File: src/rtl/cmd_frame_pkg.sv
// Shared constants and state encodings for the command frame receiver.
// Defining CMD_CHECKSUM_EN adds the GET_CHK parser state and the checksum helper.
package cmd_frame_pkg;

    localparam logic [7:0] HEADER_DEF = 8'hA5;
    localparam int         OP_W       = 3;

    typedef enum logic [2:0] {
        P_HUNT,
        P_GET_OP,
        P_GET_A,
        P_GET_B
`ifdef CMD_CHECKSUM_EN
        ,
        P_GET_CHK
`endif
    } parser_state_t;

    typedef enum logic [2:0] {
        R_IDLE,
        R_START,
        R_DATA,
        R_STOP,
        R_WAIT_HIGH
    } rx_state_t;

`ifdef CMD_CHECKSUM_EN
    function automatic logic [7:0] frame_chk(input logic [7:0] op_byte,
                                             input logic [7:0] a,
                                             input logic [7:0] b);
        return op_byte ^ a ^ b;
    endfunction
`endif

endpackage

File: src/rtl/cmd_frame_rx_if.sv
// Decoded command bundle from cmd_frame_rx to the ALU/FSM operand inputs.
// master drives the bundle, slave consumes it.
interface cmd_frame_rx_if;
    import cmd_frame_pkg::*;

    logic [7:0]      a;
    logic [7:0]      b;
    logic [OP_W-1:0] opcode;
    logic            cmd_valid;
    logic            frame_err;

    modport master (output a, b, opcode, cmd_valid, frame_err);
    modport slave  (input  a, b, opcode, cmd_valid, frame_err);

endinterface

File: src/rtl/cmd_frame_rx_uart_rx_byte.sv
// 8N1 LSB-first byte receiver on an already synchronized line.
// Outputs are registered; a low stop bit gives stop_err and waits for the line to idle.
module uart_rx_byte
    import cmd_frame_pkg::*;
#(
    parameter int CLKS_PER_BIT = 16
) (
    input  logic       clock,
    input  logic       reset,
    input  logic       rx_sync,
    output logic [7:0] byte_out,
    output logic       byte_valid,
    output logic       stop_err
);

    localparam int               CNT_W     = $clog2(CLKS_PER_BIT);
    localparam logic [CNT_W-1:0] HALF_LAST = CNT_W'(CLKS_PER_BIT / 2 - 1);
    localparam logic [CNT_W-1:0] BIT_LAST  = CNT_W'(CLKS_PER_BIT - 1);

    rx_state_t        state_q;
    logic [CNT_W-1:0] cnt_q;
    logic [2:0]       bit_q;
    logic [7:0]       shift_q;
    logic             valid_q;
    logic             err_q;

    always_ff @(posedge clock) begin
        if (reset) begin
            state_q <= R_IDLE;
            cnt_q   <= '0;
            bit_q   <= '0;
            shift_q <= '0;
            valid_q <= 1'b0;
            err_q   <= 1'b0;
        end else begin
            valid_q <= 1'b0;
            err_q   <= 1'b0;
            case (state_q)
                R_IDLE: begin
                    if (!rx_sync) begin
                        state_q <= R_START;
                        cnt_q   <= '0;
                    end
                end
                // Mid-start-bit recheck rejects glitches shorter than half a bit.
                R_START: begin
                    if (cnt_q == HALF_LAST) begin
                        cnt_q   <= '0;
                        bit_q   <= '0;
                        state_q <= rx_sync ? R_IDLE : R_DATA;
                    end else begin
                        cnt_q <= cnt_q + 1'b1;
                    end
                end
                R_DATA: begin
                    if (cnt_q == BIT_LAST) begin
                        cnt_q   <= '0;
                        shift_q <= {rx_sync, shift_q[7:1]};
                        bit_q   <= bit_q + 1'b1;
                        if (bit_q == 3'd7) begin
                            state_q <= R_STOP;
                        end
                    end else begin
                        cnt_q <= cnt_q + 1'b1;
                    end
                end
                R_STOP: begin
                    if (cnt_q == BIT_LAST) begin
                        cnt_q <= '0;
                        if (rx_sync) begin
                            valid_q <= 1'b1;
                            state_q <= R_IDLE;
                        end else begin
                            err_q   <= 1'b1;
                            state_q <= R_WAIT_HIGH;
                        end
                    end else begin
                        cnt_q <= cnt_q + 1'b1;
                    end
                end
                R_WAIT_HIGH: begin
                    if (rx_sync) begin
                        state_q <= R_IDLE;
                    end
                end
                default: state_q <= R_IDLE;
            endcase
        end
    end

    assign byte_out   = shift_q;
    assign byte_valid = valid_q;
    assign stop_err   = err_q;

endmodule

File: src/rtl/cmd_frame_rx.sv
// Serial command frame receiver: HEADER, opcode, a, b bytes -> registered command bundle.
// Define CMD_CHECKSUM_EN to require a trailing XOR checksum byte.
module cmd_frame_rx
    import cmd_frame_pkg::*;
#(
    parameter int         CLKS_PER_BIT = 16,
    parameter logic [7:0] HEADER       = HEADER_DEF
) (
    input  logic           clock,
    input  logic           reset,
    input  logic           ena,
    input  logic           rx,
    cmd_frame_rx_if.master cmd
);

    logic [1:0] sync_q;
    logic       rx_sync;
    logic       rx_rst;
    logic [7:0] rx_byte;
    logic       byte_valid;
    logic       stop_err;

    always_ff @(posedge clock) begin
        if (reset) begin
            sync_q <= 2'b11;
        end else begin
            sync_q <= {sync_q[0], rx};
        end
    end

    assign rx_sync = sync_q[1];
    // Holding the receiver in reset while disabled drops any partial byte silently.
    assign rx_rst  = reset | ~ena;

    uart_rx_byte #(
        .CLKS_PER_BIT(CLKS_PER_BIT)
    ) u_rx (
        .clock     (clock),
        .reset     (rx_rst),
        .rx_sync   (rx_sync),
        .byte_out  (rx_byte),
        .byte_valid(byte_valid),
        .stop_err  (stop_err)
    );

    parser_state_t   pstate_q;
    logic [OP_W-1:0] op_pend_q;
    logic [7:0]      a_pend_q;
    logic [7:0]      a_q;
    logic [7:0]      b_q;
    logic [OP_W-1:0] op_q;
    logic            cmd_valid_q;
    logic            frame_err_q;
`ifdef CMD_CHECKSUM_EN
    logic [7:0]      op_byte_q;
    logic [7:0]      b_pend_q;
`endif

    always_ff @(posedge clock) begin
        if (reset) begin
            pstate_q    <= P_HUNT;
            op_pend_q   <= '0;
            a_pend_q    <= '0;
            a_q         <= '0;
            b_q         <= '0;
            op_q        <= '0;
            cmd_valid_q <= 1'b0;
            frame_err_q <= 1'b0;
`ifdef CMD_CHECKSUM_EN
            op_byte_q   <= '0;
            b_pend_q    <= '0;
`endif
        end else begin
            cmd_valid_q <= 1'b0;
            frame_err_q <= 1'b0;
            if (!ena) begin
                pstate_q <= P_HUNT;
            end else if (stop_err) begin
                frame_err_q <= 1'b1;
                pstate_q    <= P_HUNT;
            end else if (byte_valid) begin
                case (pstate_q)
                    P_HUNT: begin
                        if (rx_byte == HEADER) begin
                            pstate_q <= P_GET_OP;
                        end
                    end
                    P_GET_OP: begin
                        op_pend_q <= rx_byte[OP_W-1:0];
`ifdef CMD_CHECKSUM_EN
                        op_byte_q <= rx_byte;
`endif
                        pstate_q  <= P_GET_A;
                    end
                    P_GET_A: begin
                        a_pend_q <= rx_byte;
                        pstate_q <= P_GET_B;
                    end
`ifdef CMD_CHECKSUM_EN
                    P_GET_B: begin
                        b_pend_q <= rx_byte;
                        pstate_q <= P_GET_CHK;
                    end
                    P_GET_CHK: begin
                        if (rx_byte == frame_chk(op_byte_q, a_pend_q, b_pend_q)) begin
                            a_q         <= a_pend_q;
                            b_q         <= b_pend_q;
                            op_q        <= op_pend_q;
                            cmd_valid_q <= 1'b1;
                        end else begin
                            frame_err_q <= 1'b1;
                        end
                        pstate_q <= P_HUNT;
                    end
`else
                    P_GET_B: begin
                        a_q         <= a_pend_q;
                        b_q         <= rx_byte;
                        op_q        <= op_pend_q;
                        cmd_valid_q <= 1'b1;
                        pstate_q    <= P_HUNT;
                    end
`endif
                    default: pstate_q <= P_HUNT;
                endcase
            end
        end
    end

    assign cmd.a         = a_q;
    assign cmd.b         = b_q;
    assign cmd.opcode    = op_q;
    assign cmd.cmd_valid = cmd_valid_q;
    assign cmd.frame_err = frame_err_q;

endmodule

File: src/flat_wrapper.sv
// flat-port wrapper written by rule: the top's interface ports become plain ports
module cmd_frame_rx_flat import cmd_frame_pkg::*;
#(
    parameter int         CLKS_PER_BIT = 16,
    parameter logic [7:0] HEADER       = HEADER_DEF
)
  (clock, reset, ena, rx, cmd_a, cmd_b, cmd_opcode, cmd_cmd_valid, cmd_frame_err);
  cmd_frame_rx_if cmd_i ();
  input  logic clock;
  input  logic reset;
  input  logic ena;
  input  logic rx;
  output wire logic [$bits(cmd_i.a)-1:0] cmd_a;
  output wire logic [$bits(cmd_i.b)-1:0] cmd_b;
  output wire logic [$bits(cmd_i.opcode)-1:0] cmd_opcode;
  output wire logic [$bits(cmd_i.cmd_valid)-1:0] cmd_cmd_valid;
  output wire logic [$bits(cmd_i.frame_err)-1:0] cmd_frame_err;
  assign cmd_a = cmd_i.a;
  assign cmd_b = cmd_i.b;
  assign cmd_opcode = cmd_i.opcode;
  assign cmd_cmd_valid = cmd_i.cmd_valid;
  assign cmd_frame_err = cmd_i.frame_err;
  cmd_frame_rx #(.CLKS_PER_BIT(CLKS_PER_BIT), .HEADER(HEADER)) u_core (.clock(clock), .reset(reset), .ena(ena), .rx(rx), .cmd(cmd_i));
endmodule
File: config.mk
export PLATFORM = sky130hd
export DESIGN_NAME = cmd_frame_rx_flat
export DESIGN_NICKNAME = d
export VERILOG_FILES = /design/src/rtl/cmd_frame_pkg.sv /design/src/rtl/cmd_frame_rx_if.sv /design/src/rtl/cmd_frame_rx_uart_rx_byte.sv /design/src/rtl/cmd_frame_rx.sv /design/src/flat_wrapper.sv
export SDC_FILE = /design/constraint.sdc
export NUM_CORES = 1
export LEC_CHECK = 0
export CAP_MARGIN = 20
export CORE_MARGIN = 2
export CORE_UTILIZATION = 45
export CTS_CLUSTER_SIZE = 14
export DETAILED_ROUTE_END_ITERATION = 12
export GPL_ROUTABILITY_DRIVEN = 0
export PLACE_DENSITY = 0.66
export SLEW_MARGIN = 20
export SYNTH_ARGS = -nofsm -noshare
export SYNTH_HDL_FRONTEND = slang
export SYNTH_SLANG_ARGS = --single-unit
File: constraint.sdc
create_clock -name clock -period 1.8 [get_ports clock]
set_input_delay 0.36 -clock clock [delete_from_list [all_inputs] [get_ports clock]]
set_output_delay 0.36 -clock clock [all_outputs]
set_load 0.02 [all_outputs]
==> results of run 1 <==
==> registers in the layout, indices dropped and copies added (netlist names), 2 cells and up <==
signal / flops
u_core.cmd.a: 8
u_core.u_rx.bit_q: 3
u_core.cmd.b: 8
u_core.u_rx.cnt_q: 4
u_core.sync_q: 2
u_core.cmd.opcode: 3
u_core.pstate_q: 2
u_core.u_rx.byte_out: 8
u_core.u_rx.state_q: 3
u_core.op_pend_q: 3
u_core.a_pend_q: 8
==> cells in the mapped netlist, types with 2 or more instances <==
library cell and number:
a21oi_1 33, and2_1 2, and3_1 2, buf_2 4
clkbuf_1 10, dfxtp_1 56, ha_1 7, inv_1 2
mux2i_1 15, nand2_1 63, nand2b_1 8, nand3_1 7
nor2_1 21, nor2b_1 3, nor3_1 3, nor4_1 2
o21ai_0 2, or2_1 2
==> cells by family (layout without fill, tap and decap cells) <==
| kind of cell | count (synthesis) | after routing |
|---|---|---|
| and+or+nand+nor | 119 | 119 |
| DFF | 56 | 56 |
| AOI/OAI and AO/OA | 45 | 45 |
| buffers and inverters | 18 | 43 |
| muxes | 15 | 15 |
| adders and majority gates | 7 | 7 |
| xor gates and xnor gates | 2 | 2 |
==> per-stage QoR <==
stage / power (mW) / instances / setup WS [ps]
6_report: 1.98 / 354 / 175
5_1_grt: 2.07 / 354 / 80.9
4_1_cts: 2.01 / 354 / 150
3_5_place_dp: 1.33 / 346 / 32.4
3_3_place_gp: 1.33 / 346 / 62.2
2_1_floorplan: 1.30 / 262 / 361
==> report_power, final <==
| group | total (mW) | switching (mW) | internal, mW |
|---|---|---|---|
| logic | 0.0548 | 0.0304 | 0.0244 |
| registers | 1.24 | 0.00356 | 1.24 |
| clock network | 0.682 | 0.404 | 0.278 |
==> cell type report <==
cell class	instances	area (um^2)
Tap cell	67	83.8
Multi-Input combinational cell	188	1070
Clock buffer	6	72.6
Timing Repair Buffer	33	333
Sequential cell	56	1120
Clock inverter	2	16.3
Fill cell	479	2090
Inverter	2	7.51
==> layout by cell type (no fill, tap or decap), types with 2 or more instances in the layout <==
master	count
dfxtp_1	56
and2_1	2
or2_1	2
clkbuf_8	5
mux2i_1	15
nand2b_1	8
nor4_1	2
buf_4	7
nor2_1	21
a21oi_1	33
clkdlybuf4s50_1	24
nand2_1	63
nand3_1	7
buf_12	2
and3_1	2
nor3_1	3
o21ai_0	2
nor2b_1	3
inv_1	2
ha_1	7
==> per-layer routing <==
| layer | vias up | track usage (%) |
|---|---|---|
| li1 | 929 | - |
| met1 | 793 | 22.8 |
| met2 | 16 | 25.0 |
| met3 | 2 | 3.61 |
| met4 | 0 | 4.76 |
| met5 | - | 0 |
==> worst paths after layout <==
path / end / cells after the start / from
setup / recovery: cmd_a[3] / 1 / u_core.cmd.a[3]$_SDFFE_PP0P_
hold / removal: u_core.sync_q[1]$_SDFF_PP1_ / 1 / u_core.sync_q[0]$_SDFF_PP1_
setup reg to reg: u_core.u_rx.state_q[0]$_SDFFE_PP0P_ / 4 / u_core.u_rx.state_q[1]$_SDFFE_PP0P_
hold reg to reg: u_core.sync_q[1]$_SDFF_PP1_ / 1 / u_core.sync_q[0]$_SDFF_PP1_
==> results.sh, run 1 <==
export IMPL_outcome="completed"
export IMPL_ys_seq_area_share_pct=49.4
export IMPL_synth_simple_area_share_pct=23.6
export IMPL_finClkSkew_ps=7.72
export IMPL_hp_class="register to register"
export IMPL_yosys_top_cells_area="dfxtp_1 49%, nand2_1 10%, a21oi_1 7.3%"
export IMPL_crit_path_max_incr_delay_ps=610
export IMPL_critPathKind="register to output pin"
export IMPL_syn_area_mm2=0.00227
export IMPL_cpMaxStageDelayCell="clkdlybuf4s50_1"
export IMPL_synth_xor_area_share_pct=1.10
export IMPL_fin_area_mm2=0.00270
export IMPL_grt_usage_pct=16.2
export IMPL_max_freq_mhz=615
export IMPL_critPathLaunchType="register"
export IMPL_m1WireLength_um=2110
export IMPL_die_height_um=75.0
export IMPL_hold_viol=0
export IMPL_highest_signal_layer="met4"
export IMPL_port_buffer_count=24
export IMPL_placed_cell_area_mm2=0.00261
export IMPL_drtAntennaViolNets=0
export IMPL_drc_errors=0
export IMPL_synth_avg_cell_area_um2=8.65
export IMPL_synth_area_mux_share_pct=6.62
export IMPL_async_flop_share_pct=0
export IMPL_grt_pass1_vias=1522
export IMPL_dr_total_vias=1740
export IMPL_core_area_mm2=0.00479
export IMPL_cp_buffers_inverters=1
export IMPL_hold_buffers=0
export IMPL_drv_slew=0
export IMPL_drtIter0Drc=64
export IMPL_r2r_setup_slack_ps=190
export IMPL_crit_path_cell_trace="clkdlybuf4s50_1"
export IMPL_tightest_slew_ps=420
export IMPL_wirelength_um=4160
export IMPL_die_width_um=75.0
export IMPL_rsz0062_at_grt="no"
export IMPL_insertion_delay_ps=300
export IMPL_route_met2_wl_um=1920
export IMPL_post_cts_buffers=0
export IMPL_clkTransAtPathRegs_ps=100
export IMPL_drt_pre_antenna_iters=4
export IMPL_cp_data_required_time_ps=1440
export IMPL_ys_dominant_reg_cell="dfxtp_1"
export IMPL_met3WireLength_um=91
export IMPL_nNetsFinal=297
export IMPL_n_antenna_cell=0
export IMPL_cts_htree_levels=2
export IMPL_maxSlewHeadroom_pct=72.0
export IMPL_holdWs_ps=414
export IMPL_netlist_instances=262
export IMPL_cts_resized=0
export IMPL_cp_max_fo=2
export IMPL_cts_made_buffers=5
export IMPL_cts_tree="yes"
export IMPL_synth_seq_cells=56
export IMPL_drive_gt1_share_pct=6.97
export IMPL_antenna_found_initial=0
export IMPL_yosys_area_share_adder_pct=3.86
export IMPL_ir_drop_uv=458
export IMPL_synth_cell_type_count=38
export IMPL_viasPerCell=4.92
export IMPL_path_delay_family="buffers and inverters"
export IMPL_root_buffer="clkbuf_8"
export IMPL_cellLeakagePower_nw=0.922
export IMPL_synth_edf_count=0
export IMPL_overflow=0
export IMPL_cellPowerDensity_mw_per_mm2=734
export IMPL_final_core_util_pct=56.4
export IMPL_fin_crit_ps=1630
export IMPL_placementRows=25
export IMPL_yosysWarnings=0
export IMPL_tns_ps=0
export IMPL_clock_path_buffers=2
export IMPL_grt_pass1_wl_um=7060
export IMPL_yosysTopAreaCell="dfxtp_1"
export IMPL_synth_top_family_by_area="simple AND/OR/NAND/NOR gates"
export IMPL_critPathCaptureType="output pin"
export IMPL_grt_max_degree=23
export IMPL_fin_crit_sh_pct=90.3
export IMPL_netlist_area_leader_share_pct=49.4
export IMPL_synth_compound_area_share_pct=11.8
export IMPL_boundaryPins=25
export IMPL_syn_to_final_growth_pct=19.1
export IMPL_drt_wirelength_per_cell_um=11.7
export IMPL_cts_sinks=56
export IMPL_dp_hpwl_um=2980
export IMPL_initial_core_util_pct=47.4
export IMPL_synth_nets=273
export IMPL_critPathArrivalTime_ps=1270
export IMPL_drv_cap=0
export IMPL_setup_viol=0
export IMPL_dieArea_mm2=0.00562
No activity file was read; power rests on OpenSTA's default activity.
==> run 2: changes to the inputs <==
--- a/config.mk
+++ b/config.mk
@@ -7,11 +7,10 @@
 export LEC_CHECK = 0
 export CAP_MARGIN = 20
 export CORE_MARGIN = 2
-export CORE_UTILIZATION = 45
+export CORE_UTILIZATION = 27
 export CTS_CLUSTER_SIZE = 14
 export DETAILED_ROUTE_END_ITERATION = 12
 export GPL_ROUTABILITY_DRIVEN = 0
-export PLACE_DENSITY = 0.66
 export SLEW_MARGIN = 20
 export SYNTH_ARGS = -nofsm -noshare
 export SYNTH_HDL_FRONTEND = slang
==> results.sh, run 2 (same netlist as run 1, synthesis figures left out) <==
export IMPL_layout_common_cells="63 x nand2_1, 56 x dfxtp_1, 33 x a21oi_1"
export IMPL_final_core_util_pct=34.1
export IMPL_clock_path_buffers=2
export IMPL_tns_ps=0
export IMPL_clkTransAtPathRegs_ps=100
export IMPL_maxSlewHeadroom_pct=71.3
export IMPL_syn_to_final_growth_pct=22.8
export IMPL_crit_path_max_incr_delay_ps=620
export IMPL_drv_slew=0
export IMPL_worstRegToRegCells=4
export IMPL_tightest_slew_ps=430
export IMPL_initial_core_util_pct=27.7
export IMPL_critPathLaunchType="register"
export IMPL_critPathKind="register to output pin"
export IMPL_hold_buffers=0
export IMPL_dr_total_vias=1780
export IMPL_boundaryPins=25
export IMPL_min_to="u_core.sync_q[1]$_SDFF_PP1_"
export IMPL_wirelength_um=4500
export IMPL_r2r_start="u_core.u_rx.state_q[1]$_SDFFE_PP0P_"
export IMPL_crit_cells=1
export IMPL_cts_resized=0
export IMPL_core_area_mm2=0.00818
export IMPL_n_antenna_cell=0
export IMPL_drtIter0Drc=96
export IMPL_antenna_found_initial=0
export IMPL_max_freq_mhz=613
export IMPL_cp_data_required_time_ps=1440
export IMPL_hp_class="register to register"
export IMPL_die_width_um=95.6
export IMPL_seqCellArea_mm2=0.00112
export IMPL_holdWs_ps=409
export IMPL_root_buffer="clkbuf_8"
export IMPL_grt_pass1_vias=1625
export IMPL_cts_htree_levels=2
export IMPL_startpoint="u_core.cmd.b[6]$_SDFFE_PP0P_"
export IMPL_ir_drop_uv=289
export IMPL_grt_max_degree=21
export IMPL_setup_viol=0
export IMPL_path_delay_family="buffers and inverters"
export IMPL_outcome="completed"
export IMPL_cellPowerDensity_mw_per_mm2=714
export IMPL_rsz0062_at_grt="no"
export IMPL_grt_usage_pct=10.5
export IMPL_post_cts_buffers=0
export IMPL_critPathCaptureType="output pin"
export IMPL_viasPerCell=4.51
export IMPL_dieArea_mm2=0.00915
export IMPL_rr_endpoint="u_core.u_rx.state_q[0]$_SDFFE_PP0P_"
export IMPL_drive_gt1_share_pct=8.28
export IMPL_dp_hpwl_um=3230
export IMPL_cellLeakagePower_nw=0.947
export IMPL_insertion_delay_ps=310
export IMPL_drt_wirelength_per_cell_um=11.4
export IMPL_drt_pre_antenna_iters=4
export IMPL_drtAntennaViolNets=0
export IMPL_port_buffer_count=24
export IMPL_nNetsFinal=300
export IMPL_die_height_um=95.6
export IMPL_cpMaxStageDelayCell="clkdlybuf4s50_1"
export IMPL_crit_path_cell_trace="clkdlybuf4s50_1"
export IMPL_fin_crit_sh_pct=90.7
export IMPL_drv_cap=0
export IMPL_drc_errors=0
export IMPL_whs_path_depth=1
export IMPL_min_delay_start="u_core.sync_q[0]$_SDFF_PP1_"
export IMPL_cts_tree="yes"
export IMPL_fillers=868
export IMPL_grt_pass1_wl_um=7600
export IMPL_overflow=0
export IMPL_critPathArrivalTime_ps=1270
export IMPL_final_common_cell="nand2_1"
export IMPL_fin_crit_ps=1630
export IMPL_cts_sinks=56
export IMPL_multi_input_area_mm2=0.00107
export IMPL_finClkSkew_ps=14.9
export IMPL_r2r_setup_slack_ps=240
export IMPL_cp_buffers_inverters=1
export IMPL_hold_viol=0
export IMPL_cp_max_fo=2
export IMPL_placementRows=33
export IMPL_cts_made_buffers=5
==> run 2: cell types whose count changed in the layout (fill, tap and decap cells not counted) <==
| cell | change |
|---|---|
| buf_12 | +1 |
| buf_4 | +2 |
| clkbuf_1 | -1 |
| clkinv_2 | +1 |
| clkinv_4 | -1 |
| inv_6 | +1 |
==> run 2: layer usage <==
layer	global-route usage [%]	vias to the layer above	wire length, um	share of wire [%]
li1	-	932	-	-
met4	4.29	0	63	1.4
met3	2.37	4	145	3.2
met2	16.3	23	2060	46
met1	14.0	821	2230	50
met5	0	-	0	0
==> run 2: where the power goes <==
| group | total [mW] | switching [mW] | leakage (nW) | internal [mW] |
|---|---|---|---|---|
| combinational | 0.0615 | 0.0333 | 0.451 | 0.0282 |
| clock | 0.682 | 0.405 | 0.0445 | 0.277 |
| sequential | 1.24 | 0.00280 | 0.451 | 1.24 |
==> run 2: area by class of cell <==
class                      instances  area share, %
tap                              105           4.72
timing repair buffer              36           13.2
clock inverter                     3          0.764
clock buffer                       5           2.47
sequential                        56           40.3
inverter                           2          0.270
multi-input combinational        188           38.3
==> run 2: worst max-delay path by stage <==
stage	endpoint	slack, ps
2_1_floorplan	u_core.u_rx.byte_out[0]$_SDFFE_PP0P_	360
3_3_place_gp	u_core.a_pend_q[2]$_SDFFE_PP0P_	4
3_5_place_dp	u_core.a_pend_q[5]$_SDFFE_PP0P_	-50
4_1_cts	cmd_b[4]	150
5_1_grt	cmd_b[7]	110
6_report	cmd_b[6]	170
==> run 2: metrics by stage <==
stage | setup WS, ps | instance area [um^2] | std cells | power [mW]
5_1_grt | 105 | 2780 | 395 | 2.07
3_3_place_gp | 4.45 | 2690 | 387 | 1.33
3_5_place_dp | -47.2 | 2690 | 387 | 1.33
4_1_cts | 150 | 2780 | 395 | 2.02
2_1_floorplan | 361 | 2270 | 262 | 1.30
6_report | 167 | 2780 | 395 | 1.99
